==> src/rtl/bg_fetch_ctrl.sv <==
// Background tile fetcher: once per scanline walks the BG map, reads tile index and
// both bitplane bytes from VRAM, and streams 8 two-bit pixels per tile into the BG FIFO.
module bg_fetch_ctrl #(
  parameter int TILES_PER_LINE = 21,
  parameter int VRAM_LATENCY   = 1
) (
  input  logic        clk,
  input  logic        rst_n,
  input  logic        line_start,
  input  logic        lcdc_bg_map_sel,
  input  logic        lcdc_tile_sel,
  input  logic [7:0]  scx,
  input  logic [7:0]  scy,
  input  logic [7:0]  ly,
  output logic        vram_read_req,
  output logic [15:0] vram_addr,
  input  logic [7:0]  vram_rdata,
  output logic        fifo_write_en,
  output logic [1:0]  fifo_write_data,
  input  logic        fifo_full,
  output logic        busy,
  output logic        line_done
);

  localparam int IW = (TILES_PER_LINE > 1) ? $clog2(TILES_PER_LINE) : 1;

  // The WAIT states assume read data arrives exactly one cycle after the strobe.
  if (VRAM_LATENCY != 1) begin : g_bad_latency
    $error("bg_fetch_ctrl supports VRAM_LATENCY == 1 only");
  end

  typedef enum logic [3:0] {
    IDLE, MAP_REQ, MAP_WAIT, LO_REQ, LO_WAIT, HI_REQ, HI_WAIT, PUSH, DONE
  } state_t;

  state_t        state;
  logic [IW-1:0] tile_idx;
  logic [2:0]    p;
  logic [7:0]    y_q;
  logic [4:0]    x0_q;
  logic          map_sel_q;
  logic          tile_sel_q;
  logic [7:0]    lo_q;
  logic [7:0]    hi_q;

  logic [7:0]    y_now;
  logic [4:0]    col_next;
  logic [2:0]    pix_bit;
  logic          last_tile;
  logic          in_push;

  function automatic logic [15:0] map_addr(input logic sel, input logic [7:0] y,
                                           input logic [4:0] col);
    logic [15:0] base;
    base = sel ? 16'h9C00 : 16'h9800;
    return base + {6'd0, y[7:3], 5'd0} + {11'd0, col};
  endfunction

  function automatic logic [15:0] lo_addr(input logic tsel, input logic [7:0] tn,
                                          input logic [2:0] row);
    logic [15:0] a;
    if (tsel) a = 16'h8000 + {4'd0, tn, 4'd0};
    else      a = 16'h9000 + {{4{tn[7]}}, tn, 4'd0};
    return a + {12'd0, row, 1'b0};
  endfunction

  assign y_now     = ly + scy;
  assign col_next  = x0_q + 5'(tile_idx) + 5'd1;
  assign last_tile = (tile_idx == IW'(TILES_PER_LINE - 1));
  assign pix_bit   = 3'd7 - p;
  assign in_push   = (state == PUSH);

  // FIFO handshake: a pixel transfers in any PUSH cycle where fifo_full is low; the
  // write is suppressed in a line_start (abort) cycle so no stray pixel escapes.
  assign fifo_write_en   = in_push && !fifo_full && !line_start;
  assign fifo_write_data = in_push ? {hi_q[pix_bit], lo_q[pix_bit]} : 2'b00;

  always_ff @(posedge clk or negedge rst_n) begin
    if (!rst_n) begin
      state         <= IDLE;
      tile_idx      <= '0;
      p             <= '0;
      y_q           <= '0;
      x0_q          <= '0;
      map_sel_q     <= 1'b0;
      tile_sel_q    <= 1'b0;
      lo_q          <= '0;
      hi_q          <= '0;
      vram_read_req <= 1'b0;
      vram_addr     <= '0;
      busy          <= 1'b0;
      line_done     <= 1'b0;
    end else if (line_start) begin
      // Start (or restart) a line from tile 0 with freshly latched parameters.
      state         <= MAP_REQ;
      tile_idx      <= '0;
      p             <= '0;
      y_q           <= y_now;
      x0_q          <= scx[7:3];
      map_sel_q     <= lcdc_bg_map_sel;
      tile_sel_q    <= lcdc_tile_sel;
      vram_read_req <= 1'b1;
      vram_addr     <= map_addr(lcdc_bg_map_sel, y_now, scx[7:3]);
      busy          <= 1'b1;
      line_done     <= 1'b0;
    end else begin
      case (state)
        IDLE: begin
          vram_read_req <= 1'b0;
        end
        MAP_REQ: begin
          state         <= MAP_WAIT;
          vram_read_req <= 1'b0;
        end
        MAP_WAIT: begin
          // The tile number is only needed to form the bitplane address.
          state         <= LO_REQ;
          vram_read_req <= 1'b1;
          vram_addr     <= lo_addr(tile_sel_q, vram_rdata, y_q[2:0]);
        end
        LO_REQ: begin
          state         <= LO_WAIT;
          vram_read_req <= 1'b0;
        end
        LO_WAIT: begin
          lo_q          <= vram_rdata;
          state         <= HI_REQ;
          vram_read_req <= 1'b1;
          vram_addr     <= vram_addr + 16'd1;
        end
        HI_REQ: begin
          state         <= HI_WAIT;
          vram_read_req <= 1'b0;
        end
        HI_WAIT: begin
          hi_q  <= vram_rdata;
          p     <= '0;
          state <= PUSH;
        end
        PUSH: begin
          if (!fifo_full) begin
            p <= p + 3'd1;
            if (p == 3'd7) begin
              if (last_tile) begin
                state     <= DONE;
                line_done <= 1'b1;
                busy      <= 1'b0;
              end else begin
                tile_idx      <= tile_idx + 1'b1;
                state         <= MAP_REQ;
                vram_read_req <= 1'b1;
                vram_addr     <= map_addr(map_sel_q, y_q, col_next);
              end
            end
          end
        end
        DONE: begin
          state     <= IDLE;
          line_done <= 1'b0;
          tile_idx  <= '0;
        end
        default: begin
          state <= IDLE;
        end
      endcase
    end
  end

endmodule

==> config.mk <==
export PLATFORM = sky130hd
export DESIGN_NAME = bg_fetch_ctrl
export DESIGN_NICKNAME = d
export VERILOG_FILES = /design/src/rtl/bg_fetch_ctrl.sv
export SDC_FILE = /design/constraint.sdc
export NUM_CORES = 1
export LEC_CHECK = 0
export CORE_MARGIN = 5
export CORE_UTILIZATION = 35
export DETAILED_ROUTE_END_ITERATION = 8
export DONT_BUFFER_PORTS = 1
export GPL_TIMING_DRIVEN = 1
export HOLD_SLACK_MARGIN = 0.1
export PLACE_DENSITY = 0.56
export SLEW_MARGIN = 10
export SYNTH_ARGS = -nofsm -noshare
export SYNTH_HDL_FRONTEND = slang
export SYNTH_SLANG_ARGS = --single-unit
export TNS_END_PERCENT = 50
==> constraint.sdc <==
create_clock -name clk -period 2.6 [get_ports clk]
set_input_delay 0.52 -clock clk [delete_from_list [all_inputs] [get_ports clk]]
set_output_delay 0.52 -clock clk [all_outputs]
set_load 0.03 [all_outputs]
==> metrics.md, run 1 <==
| Metric | Value |
|---|---|
| Outcome | completed |
| Synth Net Count | 469 |
| Startpoint-to-endpoint class of the critical path | flip-flop to output pin |
| Tightest Pin Transition | 645.5 ps |
| Buffer cell driving the clock tree root | sky130_fd_sc_hd__clkbuf_8 |
| Wire length of the first global-routing pass | 17.00 mm |
| Maxcap violations | 0 |
| Chip Height | 115.6 µm |
| Routed length per placed instance | 18.13 µm |
| Via count of the first global-routing pass | 3183 |
| Final count of negative-setup-slack endpoints | 0 |
| Largest net degree at the start of global routing | 63 |
| Placement Rows | 38 |
| IO Count | 60 |
| Unrepaired setup endpoints after global routing | false |
| CTS tree | done |
| Number of library cell types mapped by synthesis | 68 |
| Leading cell type in the layout, fill and taps excluded | sky130_fd_sc_hd__dfrtp_1 |
| Worst-skew pair later-pin latency | between 300 and 400 ps |
| Fraction of final layout cells with drive strength greater than 1 | 17.39% |
| Number of cells on the worst hold path | 1 |
| Crit path max fanout | 10 |
| Number of sinks handled by clock tree synthesis | 62 |
| Violation count after the first detailed-route iteration | 225 |
| Routability congestion estimate from global placement | 0.8103 |
| Post-Synthesis Mean Instance Area | about 9.4 µm² |
| Crit. End Element | output pin |
| Share of synthesized registers carrying an async set or reset | 100.0% |
| Top post-synthesis cells by area | sky130_fd_sc_hd__dfrtp_1, sky130_fd_sc_hd__ha_1, sky130_fd_sc_hd__nand2_1, sky130_fd_sc_hd__o21ai_0, sky130_fd_sc_hd__mux2_2 |
| Ant. Diodes | 0 |
| Sequential fraction of the synthesis area | 39.78% |
| Post-cts resize count | 0 |
| Buffer depth of the longest clock path | 2 |
| Number of pins exceeding their max-slew limit in the final report | 0 |
| Slew margin rel. | 56.61% |
| Initial antenna violation count | 0 |
| Cell type with the highest occurrence count on the critical path | sky130_fd_sc_hd__nor2_1 |
| Stage delay of the slowest cell on the critical path | between 500 and 600 ps |
| Power density over the cells | between 700 and 800 nW/µm² |
| Final worst clock skew | 3.787 ps |
| Cell depth of the worst flop-to-flop path | 7 |
| Core area | 10890 µm² |
| Part of the cycle the worst path needs | 91.17% |
| Commonest cells after routing, fill and taps aside | sky130_fd_sc_hd__dfrtp_1, sky130_fd_sc_hd__nand2_1, sky130_fd_sc_hd__o21ai_0, sky130_fd_sc_hd__nor2_1, sky130_fd_sc_hd__buf_4 |
| Via count normalized by instance count | 5.539 |
| Number of synthesized register bits | 62 |
| Number of remaining DRC errors | 0 |
| Global-route congestion overflow total | 0 |
| List of cells traversed by the critical path | inv_2 -> nor2_1 -> nand3_1 -> nor2_1 -> buf_4 |
| Die area | between 10000 and 15000 µm² |
| Post-synth EDFFs | 0 |
| Clock transition time at the flip-flop clock pins of the worst setup and hold paths | roughly 70 ps |
| Worst-path cell with the longest stage delay | sky130_fd_sc_hd__dfrtp_1 |
| Final min period | 2371 ps |
| Number of buffers added on ports | 0 |
| Antenna Violating Nets Remaining | 0 |
| Warnings, synthesis | 0 |
| Min-Delay Path Class | input pin to flip-flop |
| Number of inserted filler cells in the final layout | 1083 |
| Nature of the critical path startpoint | flip-flop |
| Hold Violations, Final | 0 |
| Effective utilization at floorplan | between 30 and 40% |
| Overall Global Routing Usage | around 17% |
| Total chip power | 3.122 mW |
| Overall via count from detail_route | around 3200 |
| Die boundary width | approximately 120 µm |
| Worst-case vdd ir drop | 0.2310 mV |
| Worst Path Required | ~2100 ps |
| Lkg Pwr | 1.834 nW |
| Syn Std Cell Area | 3900 µm² |
| Setup tns final | 0 ps |
| Num CTS Buffers | 9 |
| Layout Nets | 488 |
| Max Clock Freq | 421.8 MHz |
| Final HPWL from detailed placement | slightly below 8 mm |
| Area Growth Syn to Fin | 13.03% |
| Worst path arrival time | 1850 ps |
| Area fraction of the dominant cell type after synthesis | 39.78% |
| Count of H-tree levels built during CTS | 3 |
| Cell count after synthesis | approximately 410 |
| Routed WL | between 10 and 15 mm |
| Leading area contributor after synthesis | sky130_fd_sc_hd__dfrtp_1 |
| First drt pass iteration count | 4 |
| Most used flip-flop cell after synthesis | sky130_fd_sc_hd__dfrtp_1 |
cell families after synthesis:
kind of cell	Yosys count	synth area share (%)
AO/OA/AOI/OAI	118	20.69
XOR/XNOR	15	3.368
adder cells (fa/ha/maj)	19	6.416
buffers and inverters	38	4.684
flip-flops	62	39.78
multiplexers	19	6.577
AND/OR/NAND/NOR	142	18.48
report_power, final:
group	internal (mW)	switching, mW	total, mW
registers	1.15	0.230	1.38
logic	0.340	0.428	0.768
clock network	0.562	0.409	0.970
state kept, by name, indices dropped and copies added (netlist names):
signal / count
tile_idx: 5
vram_read_req: 1
tile_sel_q: 1
lo_q: 8
vram_addr: 16
hi_q: 8
p: 3
busy: 1
x0_q: 5
state: 4
map_sel_q: 1
line_done: 1
y_q: 8
per-stage QoR:
step | worst slack (ps) | util [%] | hold slack [ps] | cells | instance area, µm²
2_1_floorplan | 370.8 | - | 224.4 | 413 | 3900
3_3_place_gp | 245.2 | 38.09 | 228.7 | 559 | 4148
3_5_place_dp | 213.8 | 38.09 | 229.1 | 559 | 4148
4_1_cts | 234.4 | 40.48 | 218.3 | 577 | 4408
5_1_grt | 81.11 | 40.48 | 220.8 | 577 | 4408
6_report | 229.5 | 40.48 | 242.3 | 577 | 4408
synthesized netlist by cell type, types with 2 or more instances:
cell,count
sky130_fd_sc_hd__dfrtp_1,62
sky130_fd_sc_hd__nand2_1,50
sky130_fd_sc_hd__o21ai_0,33
sky130_fd_sc_hd__nor2_1,31
sky130_fd_sc_hd__a21oi_1,23
sky130_fd_sc_hd__inv_1,18
sky130_fd_sc_hd__nand3_1,18
sky130_fd_sc_hd__ha_1,16
sky130_fd_sc_hd__mux2_2,13
sky130_fd_sc_hd__xnor2_1,11
sky130_fd_sc_hd__a211oi_1,9
sky130_fd_sc_hd__buf_2,8
sky130_fd_sc_hd__a31oi_1,6
sky130_fd_sc_hd__nor3_1,6
sky130_fd_sc_hd__o211ai_1,5
sky130_fd_sc_hd__clkbuf_1,4
sky130_fd_sc_hd__mux4_2,4
sky130_fd_sc_hd__nand2b_1,4
sky130_fd_sc_hd__nor4_1,4
sky130_fd_sc_hd__o22a_1,4
sky130_fd_sc_hd__or4_1,4
sky130_fd_sc_hd__xor2_1,4
sky130_fd_sc_hd__a21o_1,3
sky130_fd_sc_hd__a22oi_1,3
sky130_fd_sc_hd__a31o_2,3
sky130_fd_sc_hd__and3_1,3
sky130_fd_sc_hd__buf_6,3
sky130_fd_sc_hd__nor2b_1,3
sky130_fd_sc_hd__o21ai_1,3
sky130_fd_sc_hd__o22ai_1,3
sky130_fd_sc_hd__or3_1,3
sky130_fd_sc_hd__a2111oi_0,2
sky130_fd_sc_hd__a221o_1,2
sky130_fd_sc_hd__a311oi_1,2
sky130_fd_sc_hd__a32o_1,2
sky130_fd_sc_hd__and4b_1,2
sky130_fd_sc_hd__buf_4,2
sky130_fd_sc_hd__fa_1,2
sky130_fd_sc_hd__inv_2,2
sky130_fd_sc_hd__mux2i_1,2
sky130_fd_sc_hd__nand4_1,2
sky130_fd_sc_hd__o2bb2ai_1,2
sky130_fd_sc_hd__or2_2,2
worst max-delay path, delay by kind of cell (launching register included):
family / cells / cell delay (ps)
and+or+nand+nor: 3 / 560
DFF: 1 / 550
buffers and inverters: 2 / 380
metal layers:
layer,vias to the layer above,share of wire [%],global-route usage [%]
li1,1552,-,-
met2,102,47,26.43
met3,11,7.9,5.170
met5,-,0,0
met1,1531,43,21.56
met4,0,1.5,5.556
final timing paths:
| path | slack [ps] | endpoint | from |
|---|---|---|---|
| worst max-delay path | 230 | fifo_write_en | state[1] |
| worst min-delay path | 240 | state[2] | line_start |
| worst max register to register | 300 | vram_addr[9] | p[1] |
| worst min register to register | 480 | hi_q[2] | hi_q[2] |
| max in group asynchronous | 1630 | vram_addr[3] | rst_n |
| min in group asynchronous | 690 | tile_idx[2] | rst_n |
final cells by class:
class | instances | area, µm² | share of cell area, %
clock buffer | 10 | 137.6 | 3.122
clock inverter | 6 | 85.08 | 1.930
inverter | 20 | 75.07 | 1.703
multi-input combinational | 313 | 2166 | 49.13
sequential | 62 | 1551 | 35.20
tap | 140 | 175.2 | 3.974
timing repair buffer | 26 | 217.7 | 4.939
timing repair:
| action | CTS | global route |
|---|---|---|
| hold endpoints to repair | 62 | 0 |
| hold buffers | 2 | 0 |
| setup buffers | 0 | 0 |
Power figures use the tool's default switching activity.
==> run 2: changes to the inputs <==
--- a/config.mk
+++ b/config.mk
@@ -6,12 +6,12 @@
 export NUM_CORES = 1
 export LEC_CHECK = 0
 export CORE_MARGIN = 5
-export CORE_UTILIZATION = 35
+export CORE_UTILIZATION = 25
 export DETAILED_ROUTE_END_ITERATION = 8
 export DONT_BUFFER_PORTS = 1
 export GPL_TIMING_DRIVEN = 1
 export HOLD_SLACK_MARGIN = 0.1
-export PLACE_DENSITY = 0.56
+export PLACE_DENSITY = 0.45
 export SLEW_MARGIN = 10
 export SYNTH_ARGS = -nofsm -noshare
 export SYNTH_HDL_FRONTEND = slang
==> run 2 against run 1 <==
Sequential cell count did not move. Sequential share of layout area fell by 1.2 points. Highest routed layer unchanged. Critical endpoint unchanged. Combinational power rose by 3.6%.
==> metrics.md, run 2 (synthesis results as in run 1) <==
| Metric | Value |
|---|---|
| Worst-skew pair later-pin latency | 330 ps (-30 ps) |
| Cell depth of the worst flop-to-flop path | 7 (unchanged) |
| Area of all placed cells without fillers | 4566 µm² (+3.6%) |
| Via count normalized by instance count | 4.912 (-11%) |
| Maxcap violations | 0 (unchanged) |
| IO Count | 60 (unchanged) |
| Worst R2R Setup Slack | 340 ps (+40 ps) |
| Worst path arrival time | 1860 ps (about the same) |
| Startpoint of the tightest hold check path | line_start |
| Number of pins exceeding their max-slew limit in the final report | 0 (unchanged) |
| Overall Global Routing Usage | 12.86% (-3.7 points) |
| Crit path max fanout | 12 (+2) |
| Leading cell type in the layout, fill and taps excluded | sky130_fd_sc_hd__dfrtp_1 |
| First drt pass iteration count | 4 (unchanged) |
| Unrepaired setup endpoints after global routing | false |
| Post-DP Area | 4237 µm² (+2.1%) |
| Die boundary width | 134.9 µm (+17%) |
| Core area | 15260 µm² (+40%) |
| Layout Nets | 488 (unchanged) |
| Lkg Pwr | 1.874 nW (+2.2%) |
| Commonest cells after routing, fill and taps aside | sky130_fd_sc_hd__dfrtp_1, sky130_fd_sc_hd__nand2_1, sky130_fd_sc_hd__o21ai_0, sky130_fd_sc_hd__nor2_1, sky130_fd_sc_hd__buf_4 |
| Number of sinks handled by clock tree synthesis | 62 (unchanged) |
| Count of H-tree levels built during CTS | 3 (unchanged) |
| Worst-path cell with the longest stage delay | sky130_fd_sc_hd__and2b_1 |
| RR Endpoint | vram_addr[9] |
| Clock transition time at the flip-flop clock pins of the worst setup and hold paths | 50 ps (-20 ps) |
| Overall via count from detail_route | 3178 (-0.56%) |
| Final HPWL from detailed placement | 8.374 mm (+8.1%) |
| Die area | 18200 µm² (+36%) |
| Chip Height | 134.9 µm (+17%) |
| Post-Layout Cell Count | 647 (+12%) |
| Area Growth Syn to Fin | 17.07% |
| Min-Delay Path Class | input pin to flip-flop |
| Outcome | completed |
| Routed WL | 11.28 mm (+7.8%) |
| Buffer cell driving the clock tree root | sky130_fd_sc_hd__clkbuf_16 |
| Final min period | 2380 ps (+9.508 ps) |
| Global-route congestion overflow total | 0 (unchanged) |
| List of cells traversed by the critical path | and2b_1 -> nand3_1 -> nor2_1 -> buf_4 |
| Setup tns final | 0 ps (unchanged) |
| Max Clock Freq | 420.2 MHz (-0.40%) |
| Power density over the cells | 732.0 nW/µm² (+3.3%) |
| Number of cells on the worst hold path | 1 (unchanged) |
| Hold Violations, Final | 0 (unchanged) |
| Ant. Diodes | 0 (unchanged) |
| Routed length per placed instance | 17.44 µm (-3.8%) |
| Placement Rows | 45 (+18%) |
| Largest net degree at the start of global routing | 63 (unchanged) |
| # Post-CTS Setup Buffers | 0 (unchanged) |
| Fraction of final layout cells with drive strength greater than 1 | 17.43% (+0.040 points) |
| Part of the cycle the worst path needs | 91.54% (+0.37 points) |
| Worst-case vdd ir drop | 0.3407 mV (+48%) |
| Critical register-to-register path startpoint | p[0] |
| Antenna Violating Nets Remaining | 0 (unchanged) |
| Largest register FFs | 16 (unchanged) |
| Initial antenna violation count | 0 (unchanged) |
| Violation count after the first detailed-route iteration | 199 (-12%) |
| Number of buffers added on ports | 0 (unchanged) |
| Nature of the critical path startpoint | flip-flop |
| Final count of negative-setup-slack endpoints | 0 (unchanged) |
| Register with the highest flop count | vram_addr |
| Worst slack on hold paths | 283.5 ps (+41.19 ps) |
| Num CTS Buffers | 9 (unchanged) |
| Buffer depth of the longest clock path | 2 (unchanged) |
| Number of inserted filler cells in the final layout | 1591 (+47%) |
| # placed instances | 630 (+13%) |
| End-of-flow core utilization | 29.92% (-11 points) |
| CTS tree | done |
| Number of remaining DRC errors | 0 (unchanged) |
| Final worst clock skew | 5.628 ps (+1.841 ps) |
| Routability congestion estimate from global placement | 0.8121 (+0.22%) |
| Crit. End Element | output pin |
| Slew margin rel. | 54.34% (-2.3 points) |
| Wire length of the first global-routing pass | 18.31 mm (+7.7%) |
| Stage delay of the slowest cell on the critical path | 470 ps (-80 ps) |
| Effective utilization at floorplan | 25.56% (-10 points) |
| Endpoint of the worst hold-timing path | state[2] |
| Tightest Pin Transition | 684.9 ps (+39.44 ps) |
| Startpoint-to-endpoint class of the critical path | flip-flop to output pin |
| Worst Path Required | 2080 ps (about the same) |
| Via count of the first global-routing pass | 3254 (+2.2%) |
-- run 2: final cells by class --
class	count	area (µm²)	area share [%]
Clock buffer	10	239.0	5.234
Clock inverter	5	50.05	1.096
Inverter	20	75.07	1.644
Multi-Input combinational cell	313	2168	47.49
Sequential cell	62	1551	33.98
Tap cell	211	264.0	5.782
Timing Repair Buffer	26	217.7	4.768
-- run 2: stage by stage --
step,setup slack (ps),power (mW)
2_1_floorplan,370.8,1.937
3_3_place_gp,209.6,2.142
3_5_place_dp,181.8,2.154
4_1_cts,124.8,3.377
5_1_grt,109.0,3.532
6_report,220.0,3.342
-- run 2: worst max-delay path by stage --
stage	from	to	slack, ps	cells after the start
after global routing	state[1]	fifo_write_en	110	5
after CTS	state[1]	fifo_write_en	120	5
after floorplan	scy[0]	vram_addr[8]	370	7
final	state[3]	fifo_write_en	220	4
after global placement	scy[1]	vram_addr[7]	210	6
after detailed placement	scy[0]	vram_addr[8]	180	7
-- run 2: metal layers --
layer / part of all wire, % / wire length, µm / GRT usage, % / vias to the layer above
li1: - / - / - / 1559
met1: 48 / 5421 / 17.77 / 1546
met2: 45 / 5130 / 19.90 / 62
met3: 5.0 / 563 / 2.571 / 11
met4: 1.5 / 167 / 4.751 / 0
met5: 0 / 0 / 0 / -
-- run 2: report_power, final --
part,internal (mW),switching [mW],total (mW)
combinational,0.344,0.451,0.796
sequential,1.16,0.210,1.37
clock,0.754,0.426,1.18
total,2.25,1.09,3.34
-- run 2: worst max-delay path, delay by kind of cell (launching register included) --
family                 cells  cell delay (ps)
buffers and inverters      1              210
DFF                        1              380
and+or+nand+nor            3              940
-- run 2: repair_timing --
action | in CTS | in global routing
gates resized for setup | 0 | 1
hold buffers | 2 | 0
hold endpoints to repair | 62 | 0
setup endpoints to repair | 0 | 1
